==> src/rtl/watch_pkg.sv <==
// Shared types and constants for the RX packet deframer.
package watch_pkg;

  localparam logic [7:0] SOF_DEFAULT = 8'h7E;

  typedef enum logic [1:0] {
    ST_IDLE    = 2'd0,
    ST_LEN     = 2'd1,
    ST_PAYLOAD = 2'd2,
    ST_CHECK   = 2'd3
  } state_t;

  typedef enum logic [1:0] {
    ERR_NONE    = 2'd0,
    ERR_LEN     = 2'd1,
    ERR_CHK     = 2'd2,
    ERR_TIMEOUT = 2'd3
  } err_code_t;

  // A length byte is legal when it is non-zero and no larger than max_len.
  function automatic logic len_is_legal(input logic [7:0] len, input int unsigned max_len);
    return (len != 8'd0) && (32'(len) <= max_len);
  endfunction

endpackage

==> src/rtl/deframer_timeout.sv <==
// Clearable inter-byte timeout counter. expire is a one-cycle pulse in the
// cycle that completes TIMEOUT_CYCLES consecutive cycles without clear.
module deframer_timeout #(
  parameter int unsigned TIMEOUT_CYCLES = 50000
) (
  input  logic clk,
  input  logic rst,
  input  logic clear,
  output logic expire
);

  localparam int unsigned CW = (TIMEOUT_CYCLES > 1) ? $clog2(TIMEOUT_CYCLES) : 1;
  localparam logic [CW-1:0] LAST = CW'(TIMEOUT_CYCLES - 1);

  logic [CW-1:0] count;

  // A clear in the expiry cycle wins, so a coincident byte suppresses the timeout.
  assign expire = !clear && (count == LAST);

  // Count silent cycles; restart after a clear or after each expiry.
  always_ff @(posedge clk) begin
    if (rst || clear || expire) begin
      count <= '0;
    end else begin
      count <= count + CW'(1);
    end
  end

endmodule

==> src/rtl/rx_packet_deframer.sv <==
// RX packet deframer: strips SOF/LEN framing from a UART byte stream and
// forwards payload bytes one cycle after they arrive.
// Optional trailing checksum byte enabled by defining DEFRAMER_CHECKSUM_EN.
module rx_packet_deframer
  import watch_pkg::*;
#(
  parameter int unsigned MAX_LEN        = 16,
  parameter logic [7:0]  SOF_BYTE       = SOF_DEFAULT,
  parameter int unsigned TIMEOUT_CYCLES = 50000
) (
  input  logic       clk,
  input  logic       rst,
  input  logic       i_RX_DV,
  input  logic [7:0] i_RX_Byte,
  output logic       o_Pay_DV,
  output logic [7:0] o_Pay_Byte,
  output logic       o_Pkt_Done,
  output logic       o_Pkt_Err,
  output logic [1:0] o_Err_Code,
  output logic       o_Busy
);

  state_t     state;
  logic [7:0] len_q;
  logic [7:0] cnt;
  logic       len_ok;
  logic       last_byte;
  logic       tmo_clear;
  logic       tmo_expire;
`ifdef DEFRAMER_CHECKSUM_EN
  logic [7:0] sum;
`endif

  assign len_ok    = len_is_legal(i_RX_Byte, MAX_LEN);
  assign last_byte = (cnt == len_q - 8'd1);
  assign tmo_clear = i_RX_DV || (state == ST_IDLE);
  assign o_Busy    = (state != ST_IDLE);

  deframer_timeout #(
    .TIMEOUT_CYCLES(TIMEOUT_CYCLES)
  ) u_timeout (
    .clk   (clk),
    .rst   (rst),
    .clear (tmo_clear),
    .expire(tmo_expire)
  );

  // Frame state machine; a received byte always takes priority over expiry.
  always_ff @(posedge clk) begin
    if (rst) begin
      state <= ST_IDLE;
      len_q <= '0;
      cnt   <= '0;
    end else if (i_RX_DV) begin
      case (state)
        ST_IDLE: begin
          if (i_RX_Byte == SOF_BYTE) state <= ST_LEN;
        end
        ST_LEN: begin
          if (len_ok) begin
            len_q <= i_RX_Byte;
            cnt   <= '0;
            state <= ST_PAYLOAD;
          end else begin
            state <= ST_IDLE;
          end
        end
        ST_PAYLOAD: begin
          cnt <= cnt + 8'd1;
          if (last_byte) begin
`ifdef DEFRAMER_CHECKSUM_EN
            state <= ST_CHECK;
`else
            state <= ST_IDLE;
`endif
          end
        end
        default: state <= ST_IDLE;
      endcase
    end else if (tmo_expire) begin
      state <= ST_IDLE;
    end
  end

`ifdef DEFRAMER_CHECKSUM_EN
  // Running modulo-256 sum of payload bytes, restarted on each accepted length.
  always_ff @(posedge clk) begin
    if (rst) begin
      sum <= '0;
    end else if (i_RX_DV && state == ST_LEN) begin
      sum <= '0;
    end else if (i_RX_DV && state == ST_PAYLOAD) begin
      sum <= sum + i_RX_Byte;
    end
  end
`endif

  // Payload forwarding: registered copy of each payload byte and its strobe.
  always_ff @(posedge clk) begin
    if (rst) begin
      o_Pay_DV   <= 1'b0;
      o_Pay_Byte <= '0;
    end else begin
      o_Pay_DV <= i_RX_DV && (state == ST_PAYLOAD);
      if (i_RX_DV && state == ST_PAYLOAD) o_Pay_Byte <= i_RX_Byte;
    end
  end

  // Completion and error pulses; the error code is held until the next outcome.
  always_ff @(posedge clk) begin
    if (rst) begin
      o_Pkt_Done <= 1'b0;
      o_Pkt_Err  <= 1'b0;
      o_Err_Code <= ERR_NONE;
    end else begin
      o_Pkt_Done <= 1'b0;
      o_Pkt_Err  <= 1'b0;
      if (i_RX_DV) begin
        case (state)
          ST_LEN: begin
            if (!len_ok) begin
              o_Pkt_Err  <= 1'b1;
              o_Err_Code <= ERR_LEN;
            end
          end
`ifndef DEFRAMER_CHECKSUM_EN
          ST_PAYLOAD: begin
            if (last_byte) begin
              o_Pkt_Done <= 1'b1;
              o_Err_Code <= ERR_NONE;
            end
          end
`else
          ST_CHECK: begin
            if (i_RX_Byte == sum) begin
              o_Pkt_Done <= 1'b1;
              o_Err_Code <= ERR_NONE;
            end else begin
              o_Pkt_Err  <= 1'b1;
              o_Err_Code <= ERR_CHK;
            end
          end
`endif
          default: ;
        endcase
      end else if (tmo_expire) begin
        o_Pkt_Err  <= 1'b1;
        o_Err_Code <= ERR_TIMEOUT;
      end
    end
  end

endmodule
==> config.mk <==
export PLATFORM = sky130hd
export DESIGN_NAME = rx_packet_deframer
export DESIGN_NICKNAME = d
export VERILOG_FILES = /design/src/rtl/watch_pkg.sv /design/src/rtl/deframer_timeout.sv /design/src/rtl/rx_packet_deframer.sv
export SDC_FILE = /design/constraint.sdc
export NUM_CORES = 1
export LEC_CHECK = 0
export ABC_AREA = 1
export BUFFER_PORTS_ARGS = -buffer_cell sky130_fd_sc_hd__buf_2
export CAP_MARGIN = 20
export CORE_MARGIN = 5
export CORE_UTILIZATION = 40
export DETAILED_ROUTE_END_ITERATION = 10
export PLACE_DENSITY_LB_ADDON = 0.08
export SLEW_MARGIN = 10
export SYNTH_ARGS = -nofsm -noshare
export SYNTH_HDL_FRONTEND = slang
export SYNTH_SLANG_ARGS = --single-unit
==> constraint.sdc <==
create_clock -name clk -period 5.2 [get_ports clk]
set_clock_uncertainty 0.05 [all_clocks]
set_input_delay 0.52 -clock clk [delete_from_list [all_inputs] [get_ports clk]]
set_output_delay 0.52 -clock clk [all_outputs]
set_load 0.02 [all_outputs]
### Word level (Yosys, flattened, before mapping)

Cells that the tools add are included.

| storage, ports and cells | value |
|---|---|
| input port bits | 11 |
| output and inout port bits | 14 |
| register bits | 47 |

| operators by class | value |
|---|---|
| equal/unequal tests | 10 |
| reduce and logical (&&, ||, !) cells | 17 |
| multiplexer cells | 17 |
| magnitude comparators | 1 |
| bitwise logic cells | 2 |
| $add $sub $neg | 3 |

Operators by type and width:

| kind | number |
|---|---|
| $add 16x1->16 const B | 1 |
| $eq 16x16->1 const B | 1 |
| $mux 2 | 8 |
| $pmux 8 s2 | 1 |
| $reduce_and 3->1 | 3 |
| $add 8x1->8 const B | 1 |
| $eq 8x7->1 const B | 1 |
| $eq 8x8->1 | 1 |
| $le 8x5->1 const B | 1 |
| $mux 8 | 1 |
| $reduce_bool 8->1 | 1 |
| $sub 8x1->8 const B | 1 |
| $ne 3x3->1 const B | 2 |
| $pmux 2 s3 | 1 |
| $reduce_bool 2->1 | 3 |
| $mux 1 | 5 |
| $pmux 2 s2 | 1 |
| $reduce_and 4->1 | 1 |
| $logic_and 1x1->1 | 3 |
| $logic_or 1x1->1 | 3 |
| $ne 3x1->1 const B | 1 |
| $ne 3x2->1 const B | 1 |
| $reduce_or 3->1 | 1 |
| $eq 2x1->1 const B | 1 |
| 5 further kinds | 6 |

### Longest topological paths before layout

| logic depth | value |
|---|---|
| word-level depth | 6 |
| mapped depth | 14 |
| gate-level depth less buffers | 14 |

### By module

Synthesis repeated with hierarchy kept, for this count alone.

| second synthesis, totals | value |
|---|---|
| cells, all modules | 356 |
| area total of the unflattened synthesis | 2493.6 um^2 |

By module, submodules not included:

| module | seq. area each (um^2) | times used | cells an instance | area each (um^2) |
|---|---|---|---|---|
| rx_packet_deframer | 620.6 | 1 | 231 | 1619.1 |
| deframer_timeout | 320.3 | 1 | 125 | 874.6 |

### Least setup slack after synthesis

Ideal clock, no wire load.

| timing | value |
|---|---|
| kind | flip-flop to flip-flop |
| start | register len_q[0] |
| end | register o_Err_Code[1] |
| data required time | 5.018 ns |
| path slack | 3.508 ns |
| cell stages (with the launch flop) | 12 |
| arrival time | 1.510 ns |
| clock period less this slack | 1.692 ns |
| cell sequence | dfxtp_1 -> inv_1 -> ha_1 -> xnor2_1 -> nor2_1 -> nand3_1 -> nor2_2 -> nand3_1 -> nand2_2 -> nand3_2 -> nand2_1 -> a21oi_1 |

| on the way | value |
|---|---|
| cells in the longest elaborated chain, start to end | 4 |

RTL lines:

| what | RTL line | source |
|---|---|---|
| from (decl) | rx_packet_deframer.sv:24 | `logic [7:0] len_q;` |
| from (signal assigned) | rx_packet_deframer.sv:61 | `len_q <= i_RX_Byte;` |
| $sub 8x1->8 | rx_packet_deframer.sv:35 | `assign last_byte = (cnt == len_q - 8'd1);` |
| $eq 8x8->1 | rx_packet_deframer.sv:35 |  |
| $ne 3x3->1 (no line) | -- |  |
| $reduce_and 4->1 (no line) | -- |  |
| to (signal assigned) | rx_packet_deframer.sv:114 | `o_Err_Code <= ERR_NONE;` |
| to (signal assigned) | rx_packet_deframer.sv:123 | `o_Err_Code <= ERR_LEN;` |
| to (signal assigned) | rx_packet_deframer.sv:130 | `o_Err_Code <= ERR_NONE;` |
| to (decl) | rx_packet_deframer.sv:19 | `output logic [1:0] o_Err_Code,` |

No other way between the ends.
A chain may end at the register's enable or synchronous reset.

### Worst setup path after layout

| timing | value |
|---|---|
| start | register u_timeout.count[0] |
| end | register u_timeout.count[7] |

| on the way | value |
|---|---|
| cells in the longest elaborated chain, start to end | 3 |

RTL lines:

| what | RTL line | source |
|---|---|---|
| from (decl) | deframer_timeout.sv:15 | `logic [CW-1:0] count;` |
| from (signal assigned) | deframer_timeout.sv:25 | `count <= count + CW'(1);` |
| branches (longest 3 deep; another with $add 16x1->16) | -- |  |

Parallel ways; which one is timed is not known.

==> qor.csv <==
stage,metric,value,unit
outcome,outcome,"finished, final reports clean",
critical_path,cp.arrival,2200,ps
drt,antenna_left,0,
timing,fin_crit_sh,0.387,
pwr,leakagePower,1.08,nW
global_route,grt_pass1_vias,1893,
drt,first_iter_violations,61,
critical_path,slowest_delay,470,ps
finish,drive_above_1_share,0.158,
yosys,avgSynthCellArea,7.26,sq um
yosys,synth_seq_area_share,0.409,
yosys,synth_edf_count,0,
global_route,antenna_found_initial,0,
timing,setup_viol_count_final,0,
critical_path,crit_type,flop to flop,
clocking,clk_latency,310,ps
yosys,synth-seq-cells,47,
clocking,h-tree-depth,2,
critical_path,worstPathMaxFanout,16,
critical_path,required,5390,ps
clocking,hold_buffers,0,
timing,period_needed,2010,ps
global_route,gr-total-overflow,0,
global_route,grt_pass1_wl,8.49,mm
drt,drc,0,
timing,tightest_slew,642,ps
clocking,cts_buffer_depth,2,
critical_path,critical_path.startpoint_type,flop,
finish,synthToLayoutAreaGrowth,11.5,%
yosys,yosys_most_used_dff,dfxtp_1,
critical_path,crit_chain,ha_1 -> nand2_1 -> inv_1 -> nand2_1 -> nor2_1 -> nand4_1 -> nand3_1 -> o21bai_1 -> a21oi_1,
clocking,cts_sinks,47,
drt,wl,4.74,mm
yosys,synth_top_cell_by_area,dfxtp_1,
clocking,cts_made_buffers,5,
finish,diodes,0,
floorplan,start_util,0.416,
floorplan,ios,25,
yosys,synthTopCellsByCount,"nand2_1 (66), dfxtp_1 (47), nor2_1 (45), inv_1 (34), a21oi_1 (27)",
yosys,ys_warn_count,0,
finish,stdcell_count,414,
floorplan,die_area,0.00737,sq mm
finish,multi_input_area,0.00120,sq mm
drt,vias_per_cell,4.73,
pwr,peakVddDrop,0.179,mV
global_route,track_usage,0.142,
yosys,netlist.area_leader.share,0.409,
drt,wl_per_cell,11.4,microns
critical_path,slowest_stage,nand3_1,
timing,slew_violations,0,
timing,fmax,496,MHz
timing,tns,0,ps
finish,nFillCells,588,
yosys,synth_cells,317,
yosys,ys_top_cells_by_area,"dfxtp_1 (41%), nand2_1 (11%), nor2_1 (7.3%)",
hold_path,hold_path.class,flop to flop,
floorplan,fp.dieH,85.9,microns
clocking,clk_pin_slew_worst_paths,90,ps
timing,relSlewSlack,0.571,
yosys,synth_most_common_cell,nand2_1,
critical_path,cpMostUsedCell,nand2_1,
placed_design,dp_cells,406,
timing,hold_viol_final,0,
floorplan,die-width,85.9,microns
drt,drtPass1Iterations,4,
floorplan,coreArea,0.00554,sq mm
pwr,pwr_density_cell,242,mW/mm^2
placed_design,dp_hpwl,3.57,mm
clocking,clockRootBuffer,clkbuf_8,
job,drv_cap,0,
finish,final_nets,355,
yosys,postSynth.asyncResetShare,0,
yosys,syn_nets,331,
timing,rsz0062_at_grt,no,
clocking,post_cts_buffers,0,
floorplan,rows,27,
clocking,cts_tree,yes,
finish,seqCellArea,941,sq um
critical_path,end_kind,flop,
critical_path,r2r_slack,3190,ps
drt,vias,1959,
clocking,cts_resized,0,
placed_design,io_buffers,24,
yosys,yosys.cell_types.count,32,
placed_design,gp_congestion,0.776,
global_route,grt_max_degree,21,
yosys,syn-cell-area,0.00230,sq mm
layout make-up:
class | instances | share of cell area
clock buffers | 6 | 0.0283
clock inverters | 2 | 0.00634
well taps | 72 | 0.0351
flip-flops and latches | 47 | 0.366
inverters | 35 | 0.0512
repair buffers | 24 | 0.0468
multi-input cells | 228 | 0.466
layer usage:
metal | track usage | vias to the layer above | wire [microns]
met1 | 0.193 | 880 | 2540
met2 | 0.219 | 16 | 2010
met3 | 0.0451 | 4 | 147
met5 | 0 | - | 0
met4 | 0.0345 | 0 | 41
li1 | - | 1059 | -
report_power, final:
group / leakage (nW) / internal [W] / switching (W)
clock network: 0.0418 / 0.0000967 / 0.000130
registers: 0.379 / 0.000362 / 0.00000127
logic: 0.660 / 0.0000105 / 0.0000217
worst max-delay path: cells and delay by family, from the launching register on:
kind	cells	cell delay (ps)
AND/OR/NAND/NOR	5	860
AO/OA/AOI/OAI	2	450
flip-flops	1	330
buffers and inverters	1	40
adder cells (fa/ha/maj)	1	210
stage by stage:
stage / cell area (sq um) / util / hold slack (ps) / total power (W) / setup WS [ps]
after floorplan: 2300 / - / 368 / 0.000392 / 3510
after detailed placement: 2480 / 0.447 / 386 / 0.000404 / 3040
after CTS: 2570 / 0.463 / 410 / 0.000628 / 3130
after global routing: 2570 / 0.463 / 419 / 0.000649 / 2930
after global placement: 2480 / 0.447 / 378 / 0.000404 / 3110
final: 2570 / 0.463 / 410 / 0.000621 / 3190
logic make-up (layout without fill, tap and decap cells):
family / Yosys count / in the layout / share of synthesized area
buf+inv: 42 / 67 / 0.0717
fa+ha+maj: 3 / 3 / 0.0163
simple gates: 164 / 164 / 0.337
compound gates: 44 / 44 / 0.102
xor+xnor: 17 / 17 / 0.0647
flops: 47 / 47 / 0.409
path summary, 6_finish.rpt:
kind                           start                  to  cells past startpoint
hold reg to reg   u_timeout.count[0]  u_timeout.count[0]                      1
setup / recovery  u_timeout.count[0]  u_timeout.count[7]                      9
setup reg to reg  u_timeout.count[0]  u_timeout.count[7]                      9
hold / removal    u_timeout.count[0]  u_timeout.count[0]                      1
sequential cells by signal (all words and copies together), names as in the netlist:
register	flops
u_timeout.count	16
cnt	8
len_q	8
o_Pay_Byte	8
o_Err_Code	2
state	2
o_Pay_DV	1
o_Pkt_Done	1
o_Pkt_Err	1
layout by cell type, fill, tap and decap left out:
cell        netlist  routed
nand2_2           5       5
nor3_2            2       2
o21bai_1          1       1
inv_1            34      34
clkbuf_1          3       1
inv_6             0       1
nand3_1          13      13
o21ai_1           2       2
o41ai_1           1       1
nor3b_1           2       2
or2_0             1       1
xor2_1           11      11
a21oi_1          27      27
nor2_1           45      45
nand3b_1          2       2
buf_2             1      24
nor2_4            1       1
clkbuf_8          0       5
nor2_2            8       8
xnor2_1           6       6
nor3_4            1       1
ha_1              3       3
nand4_1           8       8
nand2_4           1       1
o21ai_0          10      10
o21a_1            3       3
dfxtp_1          47      47
clkinvlp_4        0       1
nor3b_2           1       1
inv_2             1       1
nand2_1          66      66
nand3_2           3       3
nor3_1            5       5
Note: power is estimated with default switching activity, not from simulation.
